==> config.mk <==
export PLATFORM = sky130hd
export DESIGN_NAME = vpu_arbiter
export DESIGN_NICKNAME = d
export VERILOG_FILES = /design/src/rtl/vpu_arbiter.sv
export SDC_FILE = /design/constraint.sdc
export NUM_CORES = 1
export LEC_CHECK = 0
export CAP_MARGIN = 20
export CORE_AREA = 3 3 340 342
export CTS_CLUSTER_SIZE = 16
export DETAILED_ROUTE_END_ITERATION = 10
export DIE_AREA = 0 0 343 345
export GPL_ROUTABILITY_DRIVEN = 0
export HOLD_SLACK_MARGIN = 0.15
export RECOVER_POWER = 100
export SYNTH_ARGS = -nofsm -noshare
export SYNTH_HDL_FRONTEND = slang
export SYNTH_SLANG_ARGS = --single-unit
export TNS_END_PERCENT = 100
==> constraint.sdc <==
create_clock -name clk -period 7.1 [get_ports clk]
set_clock_uncertainty 0.1 [all_clocks]
set_input_delay 0.71 -clock clk [delete_from_list [all_inputs] [get_ports clk]]
set_output_delay 0.71 -clock clk [all_outputs]
set_load 0.01 [all_outputs]
==> src/rtl/vpu_arbiter.sv <==
// Round-robin front end sharing one vector_processor between NUM_REQ requesters,
// with a watchdog that aborts any operation whose vp_done never arrives.
module vpu_arbiter #(
  parameter int NUM_REQ = 4,
  parameter int TIMEOUT = 1024,
  localparam int ID_W = $clog2(NUM_REQ)
) (
  input  logic                    clk,
  input  logic                    rst,
  input  logic                    enable,
  input  logic [NUM_REQ-1:0]      req_valid,
  output logic [NUM_REQ-1:0]      req_ready,
  input  logic [4*NUM_REQ-1:0]    req_op,
  input  logic [64*NUM_REQ-1:0]   req_vec_a,
  input  logic [64*NUM_REQ-1:0]   req_vec_b,
  input  logic [16*NUM_REQ-1:0]   req_scalar,
  output logic                    resp_valid,
  output logic [ID_W-1:0]         resp_id,
  output logic [63:0]             resp_result,
  output logic                    resp_err,
  output logic                    arb_busy,
  output logic                    vp_start,
  output logic [3:0]              vp_operation,
  output logic [63:0]             vp_vec_a,
  output logic [63:0]             vp_vec_b,
  output logic [15:0]             vp_scalar,
  input  logic                    vp_busy,
  input  logic                    vp_done,
  input  logic                    vp_result_valid,
  input  logic [63:0]             vp_result
);
  localparam int CNT_W = $clog2(TIMEOUT);

  typedef enum logic [1:0] {S_IDLE, S_ISSUE, S_WAIT, S_RESP} state_t;

  state_t            state_q, state_d;
  logic [ID_W-1:0]   rr_ptr_q, rr_ptr_d, id_q, id_d;
  logic [CNT_W-1:0]  cnt_q, cnt_d;
  logic [63:0]       result_q, result_d;
  logic              vp_start_q, vp_start_d;
  logic [3:0]        vp_op_q, vp_op_d;
  logic [63:0]       vp_a_q, vp_a_d, vp_b_q, vp_b_d;
  logic [15:0]       vp_scalar_q, vp_scalar_d;
  logic              resp_valid_q, resp_valid_d, resp_err_q, resp_err_d;
  logic [ID_W-1:0]   resp_id_q, resp_id_d;
  logic [63:0]       resp_result_q, resp_result_d;

  logic              found, grant;
  logic [ID_W-1:0]   win_id, cand;
  logic [3:0]        win_op;
  logic [63:0]       win_a, win_b;
  logic [15:0]       win_scalar;

  // First valid port at or after rr_ptr, wrapping modulo NUM_REQ.
  always_comb begin
    found  = 1'b0;
    win_id = rr_ptr_q;
    cand   = '0;
    for (int k = 0; k < NUM_REQ; k++) begin
      cand = ID_W'((int'(rr_ptr_q) + k) % NUM_REQ);
      if (!found && req_valid[cand]) begin
        found  = 1'b1;
        win_id = cand;
      end
    end
  end

  always_comb begin
    win_op     = '0;
    win_a      = '0;
    win_b      = '0;
    win_scalar = '0;
    for (int i = 0; i < NUM_REQ; i++) begin
      if (win_id == ID_W'(i)) begin
        win_op     = req_op[4*i +: 4];
        win_a      = req_vec_a[64*i +: 64];
        win_b      = req_vec_b[64*i +: 64];
        win_scalar = req_scalar[16*i +: 16];
      end
    end
  end

  assign grant     = (state_q == S_IDLE) && enable && !vp_busy && found;
  assign req_ready = (grant && !rst) ? (NUM_REQ'(1) << win_id) : '0;
  assign arb_busy  = (state_q != S_IDLE) && !rst;

  always_comb begin
    state_d       = state_q;
    rr_ptr_d      = rr_ptr_q;
    id_d          = id_q;
    cnt_d         = cnt_q;
    result_d      = result_q;
    vp_start_d    = 1'b0;
    vp_op_d       = vp_op_q;
    vp_a_d        = vp_a_q;
    vp_b_d        = vp_b_q;
    vp_scalar_d   = vp_scalar_q;
    resp_valid_d  = 1'b0;
    resp_id_d     = resp_id_q;
    resp_result_d = resp_result_q;
    resp_err_d    = resp_err_q;
    case (state_q)
      S_IDLE: begin
        if (grant) begin
          vp_op_d     = win_op;
          vp_a_d      = win_a;
          vp_b_d      = win_b;
          vp_scalar_d = win_scalar;
          id_d        = win_id;
          rr_ptr_d    = (win_id == ID_W'(NUM_REQ-1)) ? '0 : win_id + 1'b1;
          vp_start_d  = 1'b1;
          state_d     = S_ISSUE;
        end
      end
      S_ISSUE: begin
        cnt_d    = '0;
        result_d = '0;
        state_d  = S_WAIT;
      end
      S_WAIT: begin
        cnt_d = cnt_q + 1'b1;
        if (vp_result_valid) result_d = vp_result;
        // A result arriving together with done is the one returned.
        if (vp_done) begin
          state_d       = S_RESP;
          resp_valid_d  = 1'b1;
          resp_id_d     = id_q;
          resp_err_d    = 1'b0;
          resp_result_d = vp_result_valid ? vp_result : result_q;
        end else if (cnt_q == CNT_W'(TIMEOUT-1)) begin
          state_d       = S_RESP;
          resp_valid_d  = 1'b1;
          resp_id_d     = id_q;
          resp_err_d    = 1'b1;
          resp_result_d = '0;
        end
      end
      S_RESP:  state_d = S_IDLE;
      default: state_d = S_IDLE;
    endcase
  end

  always_ff @(posedge clk) begin
    if (rst) begin
      state_q       <= S_IDLE;
      rr_ptr_q      <= '0;
      id_q          <= '0;
      cnt_q         <= '0;
      result_q      <= '0;
      vp_start_q    <= 1'b0;
      vp_op_q       <= '0;
      vp_a_q        <= '0;
      vp_b_q        <= '0;
      vp_scalar_q   <= '0;
      resp_valid_q  <= 1'b0;
      resp_id_q     <= '0;
      resp_result_q <= '0;
      resp_err_q    <= 1'b0;
    end else begin
      state_q       <= state_d;
      rr_ptr_q      <= rr_ptr_d;
      id_q          <= id_d;
      cnt_q         <= cnt_d;
      result_q      <= result_d;
      vp_start_q    <= vp_start_d;
      vp_op_q       <= vp_op_d;
      vp_a_q        <= vp_a_d;
      vp_b_q        <= vp_b_d;
      vp_scalar_q   <= vp_scalar_d;
      resp_valid_q  <= resp_valid_d;
      resp_id_q     <= resp_id_d;
      resp_result_q <= resp_result_d;
      resp_err_q    <= resp_err_d;
    end
  end

  assign vp_start     = vp_start_q;
  assign vp_operation = vp_op_q;
  assign vp_vec_a     = vp_a_q;
  assign vp_vec_b     = vp_b_q;
  assign vp_scalar    = vp_scalar_q;
  assign resp_valid   = resp_valid_q;
  assign resp_id      = resp_id_q;
  assign resp_result  = resp_result_q;
  assign resp_err     = resp_err_q;
endmodule

==> metrics, run 1 <==
outcome=finished, violations left; failing checks=max-capacitance violations, max-slew violations; port buffer count=approximately 900; GRT overflow=0; CP Data Arrival Time=4.64 ns; leakage=between 10 and 15 nW; largest cells by area after synthesis=dfxtp_1, nor2b_1, nor3_2, o311a_1, a221oi_1; standard-cell rows=around 120; sequential share of power=between 20 and 30%; Fillers=12223; Reg clk slew, reported paths=approximately 0.050 ns; DR WL/cell=between 20 and 30 microns; Tmin final=5.45 ns; Crit path required time=6.29 ns; Hold/Removal Path Class=flop to flop; Clk pwr share=between 30% and 40%; crit path capture type=output port; top cell type's share of synthesized area=between 30% and 40%; via count=between 15000 and 20000; Clk Tree Root Cell=clkbuf_16; Seq/Total Area, Yosys=34.5%; crit path max fanout=between 40 and 50; Worst path top cell family by delay=adder cells; VDD IR max=170 uV; final WL=roughly 110 mm; detailed-route DRC error count=0; max frequency=between 0.15 and 0.2 GHz; CP cell instances=dlygate4sd3_1 -> nor2b_1 -> o21ba_2 -> nor3_1 -> ha_1 -> and2_1 -> clkdlybuf4s50_1; final core utilization=between 20% and 30%; ys flop type=dfxtp_1; placed insts=between 4000 and 5000; cts-stage hold buffer count=0; WP buf/inv=2; unrepaired setup endpoints after global routing=false; Post-synth EDFFs=0; Power Dens Cells=roughly 250 mW/mm^2; final setup fails=0; fin crit share=between 70% and 80%; Final Hold Fails=0; sw power=between 2 and 3 mW; final count of pins violating max slew=approximately 500; pre-CTS setup slack=2.29 ns; CP startpoint=req_valid[0]; WS Path Type=input pin to output port; drt first pass iters=5; internal power=4.50 mW; worst skew pair latency=0.60 ns; initial core utilization=about 15%; Distinct cells, synth=45; Critical R2R Launch=rr_ptr_q[0]; relative slew slack=-174%; CTS H-tree lvls=2; post-DP HPWL=84.3 mm; CTS tree=done; largest net degree at the start of global routing=171; total power after layout=roughly 7.2 mW; Synth Instances=just under 2000; post-DR vias/cell=around 4.4; total track usage=17.3%; CTS buffer count=a little over 40; Synth area leader=dfxtp_1; Final Non-Filler Cells=around 4300; startpoint types=input pin; Area Growth Syn to Fin=64.2%; initial antenna violation count=38; critical path's slowest cell=ha_1; cell area after synthesis=about 0.017 sq mm; layout cells sized above 1=5.73%; Clock Sinks=297; PnR worst setup slack=1.65 ns; I/O pin total=888; Setup TNS=0 ns; vias in the first global route=roughly 18000; Syn Area/Cell=about 8.7 sq um; combinational power share=between 40% and 50%; Final #Nets=approximately 3400; Post-CTS Setup Inserts=0; FF+latch count, synth=297; post-route ant nets=0; Register Area=between 0.005 and 0.006 sq mm; sw frac=between 30% and 40%; Die Wd=approximately 340 microns; maxcap violations=10; DRT iter0 DRCs=between 1000 and 1500; Net Count, Synth=~2700; synth warn=0; clk buf depth=3; die area=between 0.1 and 0.15 sq mm; worst hold start=resp_result[14]; actual slew at the worst max-slew pin=between 4 and 5 ns; first-pass GRT wire length=about 150 mm; Die H=between 300 and 400 microns; async set or reset register ratio after synthesis=0%; core area=around 0.11 sq mm; multi-input logic area=0.00982 sq mm; CTS resizes=0; CP max stage delay=about 1.6 ns
-- final cells by class --
type,count,area share (%)
Antenna cell,17,0.150
Clock buffer,58,4.10
Clock inverter,16,1.14
Inverter,5,0.0664
Multi-Input combinational cell,1452,34.7
Sequential cell,297,21.0
Tap cell,1500,6.64
Timing Repair Buffer,914,32.1
-- flip-flops by register name (all words and copies together), names as in the netlist --
name / count
resp_id: 2
id_q: 2
resp_err: 1
rr_ptr_q: 2
result_q: 64
cnt_q: 10
vp_scalar: 16
resp_result: 64
vp_operation: 4
resp_valid: 1
vp_start: 1
vp_vec_b: 64
vp_vec_a: 64
state_q: 2
-- power groups by stage --
stage / Clock (mW) / Sequential [mW] / Combinational, mW
floorplan: 0 / 2.09 / 1.56
global placement: 0 / 2.04 / 3.07
detailed placement: 0 / 2.04 / 3.08
CTS: 2.35 / 2.01 / 3.10
global route: 2.41 / 2.03 / 3.14
finish: 2.27 / 2.00 / 2.90
-- cells in the mapped netlist, types with 5 or more instances --
master      n
inv_1       5
buf_2      17
nand2b_1   65
a32o_1     63
xor2_1      5
clkbuf_1  184
and2_1      5
o311a_1   148
nor2_1    169
a221oi_1  148
nor2b_1   298
nor3_2    148
mux2_2     63
nand2_1   156
dfxtp_1   297
buf_6      17
nand3_1    66
ha_1        7
a21oi_1    70
buf_1       7
-- cell usage in the layout, fill, tap and decap left out, types with 6 or more instances in the layout --
master / netlist / final
clkbuf_16: 0 / 41
nor2b_1: 298 / 297
a32o_1: 63 / 63
a21oi_1: 70 / 70
nand2_1: 156 / 156
dfxtp_1: 297 / 297
dlygate4sd3_1: 0 / 219
buf_4: 0 / 16
clkbuf_8: 0 / 7
nor2_1: 169 / 169
nand3_1: 66 / 66
mux2_2: 63 / 12
nor3_2: 148 / 51
clkdlybuf4s50_1: 0 / 666
nor3_1: 3 / 100
clkbuf_1: 184 / 17
bufinv_16: 0 / 6
diode_2: 0 / 17
mux2_1: 0 / 51
a221oi_1: 148 / 148
nand2b_1: 65 / 65
o311a_1: 148 / 148
-- per-stage QoR --
| stage | hold slack [ns] | area, sq um |
|---|---|---|
| 3_5_place_dp | 0.354 | 27300 |
| 5_1_grt | 0.382 | 28200 |
| 3_3_place_gp | 0.345 | 27300 |
| 6_report | 0.361 | 28300 |
| 4_1_cts | 0.363 | 28800 |
| 2_1_floorplan | 0.337 | 17200 |
-- cell families (layout without fill, tap and decap cells) --
| kind of cell | Yosys count | after routing | share of synthesized area, % |
|---|---|---|---|
| xor gates and xnor gates | 8 | 8 | 0.407 |
| other | 0 | 17 | 0 |
| DFF | 297 | 297 | 34.5 |
| buffers and inverters | 230 | 993 | 5.88 |
| and+or+nand+nor | 922 | 922 | 31.6 |
| AOI/OAI and AO/OA | 448 | 448 | 22.7 |
| adders and majority gates | 7 | 7 | 0.509 |
| muxes | 67 | 67 | 4.35 |
-- metal layers --
| layer | part of all wire (%) | track usage (%) | wire (microns) |
|---|---|---|---|
| met5 | 0.057 | 0 | 62 |
| met4 | 3.1 | 5.18 | 3340 |
| met3 | 10 | 5.76 | 11000 |
| met2 | 47 | 28.9 | 51300 |
| met1 | 40 | 20.9 | 43200 |
-- worst paths after layout --
check | depth (start not counted) | endpoint | slack (ns)
worst min-delay path | 1 | resp_result[14] | 0.36
worst max-delay path | 7 | req_ready[3] | 1.65
worst min register to register | 1 | resp_result[14] | 0.36
worst max register to register | 8 | vp_vec_b[27] | 2.17
(Power assumes the default switching activity.)
==> run 2: changes to the inputs <==
- clock period: 7.1 -> 5.5 ns (I/O delays scaled with it)
==> run 2 against run 1 <==
  * The flow still finishes with violations (max-capacitance violations, max-slew violations)
  * Clock-buffer cell count unchanged
  * Design area up 0.85%
  * Critical path depth up 4
  * Non-clock buffer count up 17
  * Combinational power up 32%
  * Die area unchanged
  * Worst setup slack worse by 0.81 ns
  * Flip-flop and latch count unchanged
  * First-iteration DRC count up 19%
  * Total power up 31%
  * Critical path type is now input pin to flop
  * Largest cell class unchanged
==> metrics, run 2 (synthesis gave the netlist of run 1 again) <==
outcome=finished, violations left; failing checks=max-capacitance violations, max-slew violations; crit path max fanout=66; initial core utilization=about 15%; CP max stage delay=1.03 ns; CTS buffer count=40; I/O pin total=just under 900; port buffer count=about 890; worst skew pair latency=roughly 0.60 ns; worst r2r path cells=10; VDD IR max=approximately 250 uV; initial antenna violation count=46; Final Non-Filler Cells=around 4300; r2r setup slk=approximately 1.1 ns; post-route ant nets=0; placed insts=~4200; total track usage=between 10% and 20%; CP cell instances=dlygate4sd3_1 -> nor2b_1 -> o21a_1 -> nor3_1 -> ha_4 -> buf_12 -> clkbuf_2 -> nor2b_1 -> a221oi_1 -> o311a_1 -> nor3_1; WS Path Type=input pin to flop; Hold/Removal Path Class=flop to flop; WP buf/inv=3; Worst path top cell family by delay=buffers and inverters; Final Hold Fails=0; most common cell after layout, fill and taps aside=clkdlybuf4s50_1; Die Wd=343 microns; Fillers=12201; clk buf depth=3; startpoint types=input pin; most frequent cells in the layout=clkdlybuf4s50_1, nor2b_1, dfxtp_1; first-pass GRT wire length=approximately 150 mm; largest net degree at the start of global routing=about 130; Area Growth Syn to Fin=65.6%; die area=between 0.1 and 0.15 sq mm; standard-cell rows=123; layout cells sized above 1=~8.5%; final count of pins violating max slew=260; maxcap violations=4; core area=approximately 0.11 sq mm; CP Data Arrival Time=between 4 and 5 ns; GRT overflow=0; CTS resizes=0; Power Dens Cells=between 300 and 400 mW/mm^2; CTS H-tree lvls=2; Tmin final=4.66 ns; post-DP HPWL=~85 mm; fin crit share=between 80 and 90%; Clk Tree Root Cell=clkbuf_16; Clock Sinks=297; Reg clk slew, reported paths=0.06 ns; critical path's slowest cell=clkbuf_2; DRT iter0 DRCs=1404; final core utilization=~25%; hold path cells=1; DR WL/cell=25.5 microns; unrepaired setup endpoints after global routing=false; total power after layout=9.38 mW; vias in the first global route=roughly 18000; via count=between 15000 and 20000; leakage=around 11 nW; CTS tree=done; Stages on worst setup path=11; relative slew slack=-45.8%; final WL=~110 mm; final setup fails=0; detailed-route DRC error count=0; Final #Nets=3400; Crit path required time=5.75 ns; WHS=0.360 ns; crit path capture type=flop; max frequency=~0.21 GHz; actual slew at the worst max-slew pin=roughly 2.2 ns; Die H=345 microns; Setup TNS=0 ns; drt first pass iters=7; Post-CTS Setup Inserts=0; post-DR vias/cell=4.47; cts-stage hold buffer count=0
## run 2: changes by cell type in the layout (fill, tap and decap cells not counted), sizes merged, moves of 4 or more
cell / delta
clkbuf: +5
clkinvlp: -5
buf: +12
diode: +4
## run 2: power by group
group	internal [mW]	switching, mW	total [mW]
Sequential	2.42	0.169	2.59
Clock	1.81	1.14	2.95
Combinational	1.65	2.19	3.84
Total	5.88	3.50	9.38
## run 2: routing by layer
| layer | up-vias | GRT usage (%) | wire [microns] | part of all wire (%) |
|---|---|---|---|---|
| met1 | 9248 | 20.9 | 43400 | 40 |
| li1 | 8797 | - | - | - |
| met2 | 903 | 29.6 | 52800 | 48 |
| met5 | - | 0 | 31 | 0.028 |
| met4 | 4 | 4.84 | 2970 | 2.7 |
| met3 | 157 | 5.08 | 10000 | 9.2 |
## run 2: through the flow
| step | area [sq um] | setup WS (ns) |
|---|---|---|
| finish | 28500 | 0.837 |
| global route | 28500 | 0.591 |
| CTS | 29000 | 1.38 |
| detailed placement | 27500 | 0.923 |
| global placement | 27500 | 0.952 |
| floorplan | 17200 | 2.52 |
## run 2: path summary, 6_finish.rpt
path,start,end
worst max-delay path,req_valid[2],vp_vec_a[11]
worst min-delay path,resp_result[44],resp_result[44]
worst max register to register,rr_ptr_q[0],vp_vec_a[11]
worst min register to register,resp_result[44],resp_result[44]
## run 2: layout make-up
type | count | area [sq um] | share of cell area [%]
Timing Repair Buffer | 931 | 9270 | 32.5
Sequential cell | 297 | 5950 | 20.9
Multi-Input combinational cell | 1452 | 9860 | 34.6
Clock buffer | 58 | 1200 | 4.20
Tap cell | 1500 | 1880 | 6.58
Antenna cell | 21 | 52.6 | 0.184
Clock inverter | 15 | 288 | 1.01
Inverter | 5 | 18.8 | 0.0658
==> run 3: changes to the inputs <==
- clock period: 5.5 -> 4.6 ns (I/O delays scaled with it)
==> run 3 against run 2 <==
  * The flow still finishes with violations (max-capacitance violations, max-slew violations)
  * Die area unchanged
  * Largest cell class unchanged
  * Utilization increased by 0.11 points
  * Design area rose by 0.44%
  * Final cell count barely moved
  * Hold slack got worse by 0.15 ns
  * Clock-buffer cell count grew 2
  * Critical path depth is 1 higher
  * Non-clock buffer count increased by 8
  * Flip-flop and latch count did not move
  * Sequential power is 19% higher
  * Register-to-register slack worse by 0.71 ns
==> metrics, run 3 (synthesis gave the netlist of run 1 again) <==
CTS resizes=0; Clock Sinks=297; final core utilization=between 20% and 30%; WHS=0.206 ns; CTS H-tree lvls=2; final count of pins violating max slew=approximately 170; PnR worst setup slack=0.212 ns; outcome=finished, violations left; fin crit share=a little over nine tenths; core area=roughly 0.11 sq mm; Hold/Removal Path Class=input pin to flop; CTS tree=done; final setup fails=0; DRT iter0 DRCs=roughly 1300; VDD IR max=approximately 330 uV; Tmin final=4.39 ns; pre-CTS setup slack=between 0.2 and 0.25 ns; detailed-route DRC error count=0; WS Path Type=input pin to flop; total power after layout=roughly 11 mW; unrepaired setup endpoints after global routing=false; total track usage=between 10% and 20%; maxcap violations=4; initial antenna violation count=between 40 and 50; actual slew at the worst max-slew pin=2.02 ns; worst skew pair latency=approximately 0.62 ns; most common cell after layout, fill and taps aside=clkdlybuf4s50_1; first-pass GRT wire length=147 mm; Final #Nets=3410; standard-cell rows=~120; Power Dens Cells=398 mW/mm^2; Setup TNS=0 ns; max frequency=~0.23 GHz; via count=approximately 19000; Reg clk slew, reported paths=~0.070 ns; GRT overflow=0; failing checks=max-capacitance violations, max-slew violations; post-DR vias/cell=between 4 and 5; startpoint types=input pin; die area=between 0.1 and 0.15 sq mm; Clk Tree Root Cell=clkbuf_16; initial core utilization=between 10% and 20%; crit path capture type=flop; I/O pin total=between 800 and 900; vias in the first global route=roughly 18000; CTS buffer count=42; final WL=~110 mm; clk buf depth=3; Die H=345 microns; Area Growth Syn to Fin=66.4%; most frequent cells in the layout=clkdlybuf4s50_1, nor2b_1, dfxtp_1; port buffer count=887; largest net degree at the start of global routing=between 100 and 150; DR WL/cell=between 20 and 30 microns; crit path max fanout=50; CP Data Arrival Time=4.78 ns; post-route ant nets=0; Die Wd=343 microns; leakage=approximately 11 nW; Crit path required time=between 4 and 5 ns; drt first pass iters=5; relative slew slack=-34.5%; Post-CTS Setup Inserts=0; post-DP HPWL=around 85 mm; cts-stage hold buffer count=0; layout cells sized above 1=8.81%; Final Hold Fails=0
[run 3: cell count changes in the layout (fill, tap and decap cells not counted), moves of 3 or more]
cell,delta
diode_2,-9
clkinvlp_4,+4
ha_1,+3
ha_4,-3
[run 3: final cells by class]
type                            count  area, sq um
Fill cell                       12176        84000
Multi-Input combinational cell   1452         9830
Timing Repair Buffer              939         9360
Sequential cell                   297         5950
Tap cell                         1500         1880
Clock buffer                       60         1240
Clock inverter                     18          344
Antenna cell                       12         30.0
Inverter                            5         18.8
[run 3: critical path, cell delays in order]
cell	delay (ns)
dlygate4sd3_1	0.69
nor2b_1	0.08
o21ba_1	0.21
nor3_1	0.62
clkbuf_1	0.24
ha_1	0.25
clkbuf_2	0.60
buf_12	0.32
nor2b_1	0.08
a221oi_1	0.86
o311a_1	0.26
nor3_2	0.05
[run 3: final timing paths]
kind	start	end	slack [ns]	cells past startpoint
max	req_valid[1]	vp_vec_a[57]	0.21	12
min	rst	result_q[30]	0.21	2
max reg2reg	rr_ptr_q[0]	vp_vec_a[57]	0.34	11
min reg2reg	id_q[1]	id_q[1]	0.36	2
[run 3: power breakdown]
| group | total, mW | internal [mW] | switching (mW) |
|---|---|---|---|
| clock | 3.73 | 2.29 | 1.44 |
| combinational | 4.57 | 1.97 | 2.60 |
| sequential | 3.09 | 2.89 | 0.201 |
| total | 11.4 | 7.16 | 4.24 |
[run 3: layer usage]
metal  part of all wire, %  global-route usage (%)  wire length, microns  vias up
met5                  0.12                       0                   130        -
met4                   3.0                    5.16                  3290       20
met3                   9.8                    5.59                 10700      167
met2                    47                    29.2                 51800      930
met1                    40                    21.1                 43800     9320
li1                      -                       -                     -     8804
[run 3: per-stage QoR]
stage | cell area [sq um] | instances
2_1_floorplan | 17200 | 1979
3_3_place_gp | 27700 | 4193
3_5_place_dp | 27700 | 4193
4_1_cts | 29200 | 4271
5_1_grt | 28600 | 4277
6_report | 28600 | 4283
